`src/rtl/buffer3_ctrl_pkg.sv`:
```
`default_nettype none
// ============================================================================
// Package     : buf3_pkg
// Description : Shared defaults and state encoding for the 3-line window
//               buffer sequencer. Define VGA_640x480p60 to select the
//               640x480 frame geometry instead of 800x600.
// Revision    : 1.0 - initial release
// ============================================================================
package buf3_pkg;

`ifdef VGA_640x480p60
  localparam int c_DEF_WIDTH  = 640;
  localparam int c_DEF_HEIGHT = 480;
`else
  localparam int c_DEF_WIDTH  = 800;
  localparam int c_DEF_HEIGHT = 600;
`endif

  // 10 bits per RGB channel
  localparam int c_DEF_PIX_W  = 30;
  // 2^CW must exceed max(WIDTH, HEIGHT)
  localparam int c_DEF_CW     = 12;

  typedef enum logic [1:0] {
    IDLE  = 2'd0,
    FILL  = 2'd1,
    RUN   = 2'd2,
    FLUSH = 2'd3
  } state_t;

endpackage
`default_nettype wire

```
`src/rtl/buffer3_ctrl_wrap_counter.sv`:
```
`default_nettype none
// ============================================================================
// Module      : wrap_counter
// Description : Column/row counter pair. x runs 0..XMAX and wraps into y,
//               y runs 0..YMAX and wraps to 0. o_last flags (XMAX, YMAX).
//               A clear together with an enable restarts the sequence at
//               its first step (x=1, y=0) so the element being counted in
//               the clearing cycle is included. Requires XMAX >= 1.
// Revision    : 1.0 - initial release
// ============================================================================
module wrap_counter #(
  parameter int XMAX = 7,
  parameter int YMAX = 3,
  parameter int CW   = 12
) (
  input  logic          clock,
  input  logic          reset,
  input  logic          i_clr,
  input  logic          i_en,
  output logic [CW-1:0] o_x,
  output logic [CW-1:0] o_y,
  output logic          o_last
);

  localparam logic [CW-1:0] c_XMAX = CW'(XMAX);
  localparam logic [CW-1:0] c_YMAX = CW'(YMAX);

  logic [CW-1:0] r_x;
  logic [CW-1:0] r_y;
  logic          w_xwrap;
  logic          w_ywrap;

  assign w_xwrap = (r_x == c_XMAX);
  assign w_ywrap = (r_y == c_YMAX);

  // Count position; clear wins over enable and restarts at the first step
  always_ff @(posedge clock or posedge reset) begin
    if (reset) begin
      r_x <= '0;
      r_y <= '0;
    end else if (i_clr) begin
      r_x <= i_en ? CW'(1) : '0;
      r_y <= '0;
    end else if (i_en) begin
      if (w_xwrap) begin
        r_x <= '0;
        r_y <= w_ywrap ? '0 : r_y + CW'(1);
      end else begin
        r_x <= r_x + CW'(1);
      end
    end
  end

  assign o_x    = r_x;
  assign o_y    = r_y;
  assign o_last = w_xwrap & w_ywrap;

endmodule
`default_nettype wire

```
`src/rtl/buffer3_ctrl.sv`:
```
`default_nettype none
// ============================================================================
// Module      : buffer3_ctrl
// Description : Sequencer for the 3-line window buffer of the edge-detection
//               path. Accepts the pixel stream, drives the buffer's clken and
//               shiftin, tracks the window centre and flushes the buffer with
//               zero pixels at end of frame.
//               Optional: define BUF3CTRL_BORDER_EN to build the o_border
//               flag; otherwise o_border is tied low.
// Revision    : 1.0 - initial release
// ============================================================================
module buffer3_ctrl
  import buf3_pkg::*;
#(
  parameter int WIDTH  = c_DEF_WIDTH,
  parameter int HEIGHT = c_DEF_HEIGHT,
  parameter int PIX_W  = c_DEF_PIX_W,
  parameter int CW     = c_DEF_CW
) (
  input  logic             clock,
  input  logic             reset,
  input  logic             i_sof,
  input  logic             i_valid,
  input  logic [PIX_W-1:0] i_pixel,
  output logic             o_ready,
  output logic             buf_clken,
  output logic [PIX_W-1:0] buf_shiftin,
  output logic             o_win_valid,
  output logic [CW-1:0]    o_x,
  output logic [CW-1:0]    o_y,
  output logic             o_eof,
  output logic             o_border,
  output logic             o_busy
);

  // Input count of 2*WIDTH-2 is column WIDTH-2 of row 1
  localparam logic [CW-1:0] c_FILL_X = CW'(WIDTH - 2);
  localparam logic [CW-1:0] c_FILL_Y = CW'(1);

  state_t        r_state;
  state_t        w_state_nxt;

  logic          w_accept;
  logic          w_flush;
  logic          w_restart;
  logic          w_fill_done;
  logic          w_run_shift;
  logic          w_emit;
  logic          w_in_en;
  logic          w_c_en;

  logic [CW-1:0] w_in_x;
  logic [CW-1:0] w_in_y;
  logic          w_in_last;
  logic [CW-1:0] w_c_x;
  logic [CW-1:0] w_c_y;
  logic          w_c_last;

  logic          r_win_valid;
  logic          r_eof;
  logic [CW-1:0] r_x;
  logic [CW-1:0] r_y;

  assign w_flush     = (r_state == FLUSH);
  assign o_ready     = ~w_flush;
  assign w_accept    = i_valid & o_ready;
  assign w_restart   = w_accept & i_sof;
  assign buf_clken   = w_accept | w_flush;
  assign buf_shiftin = w_flush ? '0 : i_pixel;
  assign o_busy      = (r_state != IDLE);

  // Pixels accepted since sof (k), modulo the frame size
  assign w_in_en = w_accept & (i_sof | (r_state == FILL) | (r_state == RUN));

  wrap_counter #(
    .XMAX (WIDTH - 1),
    .YMAX (HEIGHT - 1),
    .CW   (CW)
  ) u_in_cnt (
    .clock  (clock),
    .reset  (reset),
    .i_clr  (w_restart),
    .i_en   (w_in_en),
    .o_x    (w_in_x),
    .o_y    (w_in_y),
    .o_last (w_in_last)
  );

  // Coordinate of the next window to be emitted (one ahead of o_x/o_y)
  assign w_emit = w_run_shift | w_flush;
  assign w_c_en = w_fill_done | w_emit;

  wrap_counter #(
    .XMAX (WIDTH - 1),
    .YMAX (HEIGHT - 1),
    .CW   (CW)
  ) u_ctr_cnt (
    .clock  (clock),
    .reset  (reset),
    .i_clr  (w_fill_done),
    .i_en   (w_c_en),
    .o_x    (w_c_x),
    .o_y    (w_c_y),
    .o_last (w_c_last)
  );

  // State register
  always_ff @(posedge clock or posedge reset) begin
    if (reset) begin
      r_state <= IDLE;
    end else begin
      r_state <= w_state_nxt;
    end
  end

  // Next state and per-cycle shift strobes; sof always restarts the frame
  always_comb begin
    w_state_nxt = r_state;
    w_fill_done = 1'b0;
    w_run_shift = 1'b0;
    case (r_state)
      IDLE: begin
        if (w_restart) w_state_nxt = FILL;
      end
      FILL: begin
        if (w_restart) begin
          w_state_nxt = FILL;
        end else if (w_accept && (w_in_x == c_FILL_X) && (w_in_y == c_FILL_Y)) begin
          w_fill_done = 1'b1;
          w_state_nxt = RUN;
        end
      end
      RUN: begin
        if (w_restart) begin
          w_state_nxt = FILL;
        end else if (w_accept) begin
          w_run_shift = 1'b1;
          if (w_in_last) w_state_nxt = FLUSH;
        end
      end
      FLUSH: begin
        if (w_c_last) w_state_nxt = IDLE;
      end
      default: w_state_nxt = IDLE;
    endcase
  end

  // Window qualifiers updated on the edge that shifts the buffer
  always_ff @(posedge clock or posedge reset) begin
    if (reset) begin
      r_win_valid <= 1'b0;
      r_eof       <= 1'b0;
      r_x         <= '0;
      r_y         <= '0;
    end else begin
      r_win_valid <= w_fill_done | w_emit;
      r_eof       <= w_flush & w_c_last;
      if (w_fill_done) begin
        r_x <= '0;
        r_y <= '0;
      end else if (w_emit) begin
        r_x <= w_c_x;
        r_y <= w_c_y;
      end
    end
  end

  assign o_win_valid = r_win_valid;
  assign o_eof       = r_eof;
  assign o_x         = r_x;
  assign o_y         = r_y;

`ifdef BUF3CTRL_BORDER_EN
  localparam logic [CW-1:0] c_XMAX = CW'(WIDTH - 1);
  localparam logic [CW-1:0] c_YMAX = CW'(HEIGHT - 1);

  logic r_border;
  logic w_c_edge;

  assign w_c_edge = (w_c_x == '0) | (w_c_x == c_XMAX) | (w_c_y == '0) | (w_c_y == c_YMAX);

  // Border flag for the coordinate being loaded into o_x/o_y
  always_ff @(posedge clock or posedge reset) begin
    if (reset) begin
      r_border <= 1'b0;
    end else begin
      r_border <= w_fill_done | (w_emit & w_c_edge);
    end
  end

  assign o_border = r_border;
`else
  assign o_border = 1'b0;
`endif

endmodule
`default_nettype wire

```
`config.mk`:
```
export PLATFORM = sky130hd
export DESIGN_NAME = buffer3_ctrl
export DESIGN_NICKNAME = d
export VERILOG_FILES = /design/src/rtl/buffer3_ctrl_pkg.sv /design/src/rtl/buffer3_ctrl_wrap_counter.sv /design/src/rtl/buffer3_ctrl.sv
export SDC_FILE = /design/constraint.sdc
export NUM_CORES = 1
export LEC_CHECK = 0
export BUFFER_PORTS_ARGS = -buffer_cell sky130_fd_sc_hd__buf_2
export CAP_MARGIN = 10
export CORE_ASPECT_RATIO = 2
export CORE_MARGIN = 8
export CORE_UTILIZATION = 40
export CTS_CLUSTER_DIAMETER = 40
export DETAILED_ROUTE_END_ITERATION = 7
export SYNTH_ARGS = -nofsm -noshare
export SYNTH_HDL_FRONTEND = slang
export SYNTH_HIERARCHICAL = 1
export SYNTH_SLANG_ARGS = --single-unit
```
`constraint.sdc`:
```
create_clock -name clock -period 5.3 [get_ports clock]
set_clock_uncertainty 0.15 [all_clocks]
set_input_delay 0.265 -clock clock [delete_from_list [all_inputs] [get_ports clock]]
set_output_delay 0.265 -clock clock [all_outputs]
set_load 0.01 [all_outputs]
```
Yosys cells after proc, flatten, opt, wreduce, memory -nomap -nowiden
Cells that the tools add are included.

Equality and inequality tests: 14. Mux-type cells: 35. $add $sub $neg: 4. Bitwise operators: 12. Reductions and logical operators: 12.

Operators by type and width (count): 12-bit two-way mux (18); 12-bit by 10-bit equality test with 1-bit output, second input constant (5); 12-bit by 1-bit adder with 12-bit output, second input constant (4); 30-bit two-way mux (1); 2-bit two-way mux (7); 12-bit by 1-bit equality test with 1-bit output, second input constant (1); 2-bit nonzero test (6); 1-bit two-way mux (8); 2-bit case mux with 4 select lines (1); 1-bit bitwise AND (6); 3-bit by 1-bit inequality test with 1-bit output, second input constant (2); 1-bit bitwise OR (5); 5-bit AND reduction (1); 2-bit equality test, second input constant (2); 2-bit by 1-bit inequality test with 1-bit output, second input constant (2); 2-bit AND reduction (2); 3-bit by 2-bit inequality test with 1-bit output, second input constant (1); 2-bit by 1-bit equality test with 1-bit output, second input constant (1); 1-bit logical AND (2); 2-bit logical NOT (1); 1-bit NOT (1).

Output and inout port bits: 60. Register bits: 76.

Logic depth before layout (Yosys ltp)
Depth in word-level cells: 11. Gate-level depth with buffers: 10. Depth with buffers taken out: 8.

Hierarchy
Netlist, hierarchy kept.

By module, submodules not included: wrap_counter (cells each 151, instances 2, area an instance 1415.1 um^2); buffer3_ctrl (cells each 173, instances 1, area an instance 1486.4 um^2).

Worst setup path after synthesis
OpenSTA, ideal clock, no wires.

Kind: register to register. From: register r_state[1]. To: register u_ctr_cnt.r_x[11], in the netlist u_ctr_cnt/o_x[11]. Buffers on the path: 3. Path slack: 2526 ps. Period minus slack after synthesis: 2774 ps. Library setup time: 78 ps. Stages on the path, launching flop included: 11. Arrival time: 2547 ps. Cells stage by stage: dfrtp_1 > buf_6 > nor4b_2 > nand4_1 > nor4_4 > buf_6 > buf_2 > o2111ai_1 > nor2_1 > or4b_1 > a21oi_1.

Cells in the longest elaborated chain, start to end: 10.

RTL lines: start, declared (line buffer3_ctrl.sv:40) `state_t r_state;`; start signal, assigned (line buffer3_ctrl.sv:112) `r_state <= w_state_nxt;`; 2-bit equality test (line buffer3_ctrl.sv:64) `assign w_flush = (r_state == FLUSH);`; 1-bit NOT (line buffer3_ctrl.sv:65) `assign o_ready = ~w_flush;`; 1-bit bitwise AND (line buffer3_ctrl.sv:66) `assign w_accept = i_valid & o_ready;`; 1-bit logical AND (2 in series) (line buffer3_ctrl.sv:128) `end else if (w_accept && (w_in_x == c_FILL_X) && (w_in_y == c_FILL_Y)) begin`; 1-bit two-way mux (line buffer3_ctrl.sv:128); 1-bit two-way mux (line buffer3_ctrl.sv:126) `if (w_restart) begin`; 1-bit two-way mux (*) (line buffer3_ctrl.sv:121) `case (r_state)`; net w_fill_done (line buffer3_ctrl.sv:46) `logic w_fill_done;`; 1-bit bitwise OR (line buffer3_ctrl.sv:91) `assign w_c_en = w_fill_done | w_emit;`; 2-bit nonzero test (no source line); end signal, assigned (line buffer3_ctrl_wrap_counter.sv:42) `r_x <= i_en ? CW'(1) : '0;`; end signal, assigned (line buffer3_ctrl_wrap_counter.sv:49) `r_x <= r_x + CW'(1);`; end, declared (line buffer3_ctrl_wrap_counter.sv:28) `logic [CW-1:0] r_x;`.

Mark *: on every way through the listed nets, which the timed path passes. The rest lies on a longest branch. A chain may end at the register's enable or synchronous reset.

Worst setup path in the final report
From: register r_state[1]. To: register u_in_cnt.r_x[11], in the netlist u_in_cnt/o_x[11].

Cells in the longest elaborated chain, start to end: 5.

RTL lines: 2-bit by 1-bit equality test with 1-bit output or 2-bit equality test (tied branches) (line buffer3_ctrl.sv:73, buffer3_ctrl.sv:64); 1-bit bitwise OR or 1-bit NOT (tied branches) (line buffer3_ctrl.sv:73, buffer3_ctrl.sv:65); 1-bit bitwise OR or 1-bit bitwise AND (tied branches) (line buffer3_ctrl.sv:73, buffer3_ctrl.sv:66); 1-bit bitwise AND (*) (line buffer3_ctrl.sv:73) `assign w_in_en = w_accept & (i_sof | (r_state == FILL) | (r_state == RUN));`; net w_in_en (line buffer3_ctrl.sv:49) `logic w_in_en;`; 2-bit nonzero test (no source line) (*); end signal, assigned (line buffer3_ctrl_wrap_counter.sv:42); end signal, assigned (line buffer3_ctrl_wrap_counter.sv:49); end, declared (line buffer3_ctrl_wrap_counter.sv:28).

Marked as above.

==> flow_summary.json <==
{
  "grt_pass1_wl_um": 18900,
  "cp.required_ps": 5400,
  "cts_sinks": 76,
  "grt_overflow": 0,
  "drtPass1Iterations": 5,
  "antenna_found_initial": 0,
  "status": "complete, no violations",
  "ys_seq_elements": 76,
  "area_growth_syn_to_layout_pct": 19.2,
  "reg2reg_from": "r_state[1]",
  "async_flop_share_pct": 100,
  "num_vias": 3886,
  "fin_tns_setup_ps": 0,
  "coreArea_mm2": 0.0105,
  "worstHoldPathCells": 3,
  "post-dp-hpwl_um": 8720,
  "post-route-util_pct": 48.8,
  "grt_max_degree": 45,
  "tritoncts": "built",
  "diodes": 0,
  "viasPerCell": 5.56,
  "nFillCells": 994,
  "antenna_left": 0,
  "p_leak_nw": 2.26,
  "tightest_slew_ps": 1070,
  "fin_nets": 597,
  "critPathKind": "register to register",
  "synth_flop_cell": "dfrtp_1",
  "max_freq_mhz": 305,
  "io_buffers": 92,
  "period_share_pct": 61.8,
  "synth.distinct_cells": 55,
  "wl_per_cell_um": 16.8,
  "r2r-end": "u_in_cnt/o_x[11]",
  "setup-violations-final": 0,
  "row_count": 53,
  "dieHeight_um": 163,
  "max_stage_delay_ps": 700,
  "maxSlewHeadroom_pct": 28.4,
  "crit_slowest_cell": "nor2_1",
  "grt_pass1_vias": 3865,
  "rsz0062_at_grt": "no",
  "crit_fanout": 34,
  "drv_slew": 0,
  "critPathLaunch": "r_state[1]",
  "r2r_cells": 7,
  "track_usage_pct": 16.6,
  "synth_warnings": 6,
  "place_congestion": 0.832,
  "wl_um": 11700,
  "crit_chain": "nand2_1, nand2_1, nor2_1, o2111ai_1, nor2_1, or4b_1, a21oi_1",
  "peakVddDrop_mv": 0.166,
  "syn_area_mm2": 0.00432,
  "worstPathArrival_ps": 3380,
  "max_cap_viol_count": 0,
  "htreeDepth": 3,
  "final_common_cell": "buf_2",
  "hold_viol": 0,
  "drive_above_1_share_pct": 22.8,
  "synth_nets": 515,
  "final_cell_mix": "buf_2, nand2_1, dfrtp_1, a21oi_1, and2_1",
  "syn_inst": 475,
  "drc": 0,
  "path_clk_slew_ps": 60,
  "crit_end": "u_in_cnt/o_x[11]",
  "hold_class": "input pin to register",
  "start_util_pct": 40.9,
  "clk_latency_ps": 330,
  "cts_made_buffers": 9,
  "die-area_mm2": 0.0146,
  "total_power_mw": 1.35,
  "syn_avg_cell_area_um2": 9.09,
  "ios": 94,
  "fp.dieW_um": 89.5,
  "r2r_slack_ps": 2020,
  "drtIter0Drc": 185,
  "setup.worst_path.start_class": "register",
  "fin_crit_ps": 3280,
  "synth_edf_count": 0,
  "seq_area_frac_synth_pct": 44.1,
  "clk_path_buf_depth": 2,
  "power_density_mw_per_mm2": 263,
  "cts_root_buffer": "clkbuf_16",
  "cp-end-kind": "register"
}
[synth_stat cells, drive strengths merged, types with 10 or more instances]
cell type	number	area, µm²
a21oi	35	179
and2	32	200
buf	12	106
clkbuf	11	41.3
dfrtp	76	1900
nand2	81	304
nand3	16	80.1
nand4	15	124
nor2	27	101
nor3	10	72.6
o211ai	14	105
o21ai	19	95.1
or3	10	62.6
xnor2	10	87.6
[worst max-delay path: cells and delay by family, from the launching register on]
kind	cells	cell delay, ps
and+or+nand+nor	5	2090
AOI/OAI and AO/OA	2	490
DFF	1	480
[worst min-delay path by stage]
stage	endpoint	startpoint	slack [ps]
final	r_state[0]	i_valid	140
after global routing	r_state[0]	i_valid	140
after CTS	r_state[0]	i_valid	130
after detailed placement	o_x[8]	reset	250
after global placement	o_x[9]	reset	230
after floorplan	u_ctr_cnt/o_x[0]	reset	130
[registers in the layout, indices dropped and copies added, names as in the netlist]
signal         flops
u_in_cnt/o_x      12
u_ctr_cnt/o_y     12
u_in_cnt/o_y      12
o_win_valid        1
u_ctr_cnt/o_x     12
o_eof              1
r_state            2
o_x               12
o_y               12
[timing repair]
item,CTS,global route
endpoints found under the hold margin,28,0
gates resized for setup,0,0
hold buffers,1,0
endpoints found under the setup margin,0,0
buffers inserted,0,0
[final cells by class]
cell class / count / area, µm² / area share (%)
clock buffer: 11 / 243 / 4.72
timing repair buffer: 95 / 485 / 9.43
sequential: 76 / 1900 / 36.9
clock inverter: 5 / 83.8 / 1.63
inverter: 7 / 26.3 / 0.510
multi-input combinational: 368 / 2240 / 43.4
tap: 137 / 171 / 3.33
[kinds of logic after synthesis]
group	share of synthesized area, %
other	0.0869
AO/OA/AOI/OAI	14.6
adder cells (fa/ha/maj)	1.74
AND/OR/NAND/NOR	31.7
XOR/XNOR	3.65
buffers and inverters	4.23
flip-flops	44.1
[power breakdown]
group	total (mW)	internal, mW	switching [mW]
combinational	0.0802	0.0337	0.0465
clock	0.671	0.427	0.244
sequential	0.601	0.587	0.0135
total	1.35	1.05	0.304
[per-layer routing]
layer  share of wire (%)  track usage, %
met5                   0               0
met4                 3.1            8.01
met3                 5.3            3.08
met2                  55            31.3
met1                  36            16.4
[stage by stage]
| stage | std cells | setup slack (ps) | instance area, µm² | hold WS (ps) |
|---|---|---|---|---|
| after floorplan | 475 | 2530 | 4320 | 130 |
| after global placement | 682 | 2190 | 4810 | 230 |
| after detailed placement | 682 | 2110 | 4810 | 253 |
| after CTS | 699 | 2070 | 5150 | 127 |
| after global routing | 699 | 1770 | 5150 | 144 |
| final | 699 | 2020 | 5150 | 137 |
Note: power is estimated with default switching activity, not from simulation.
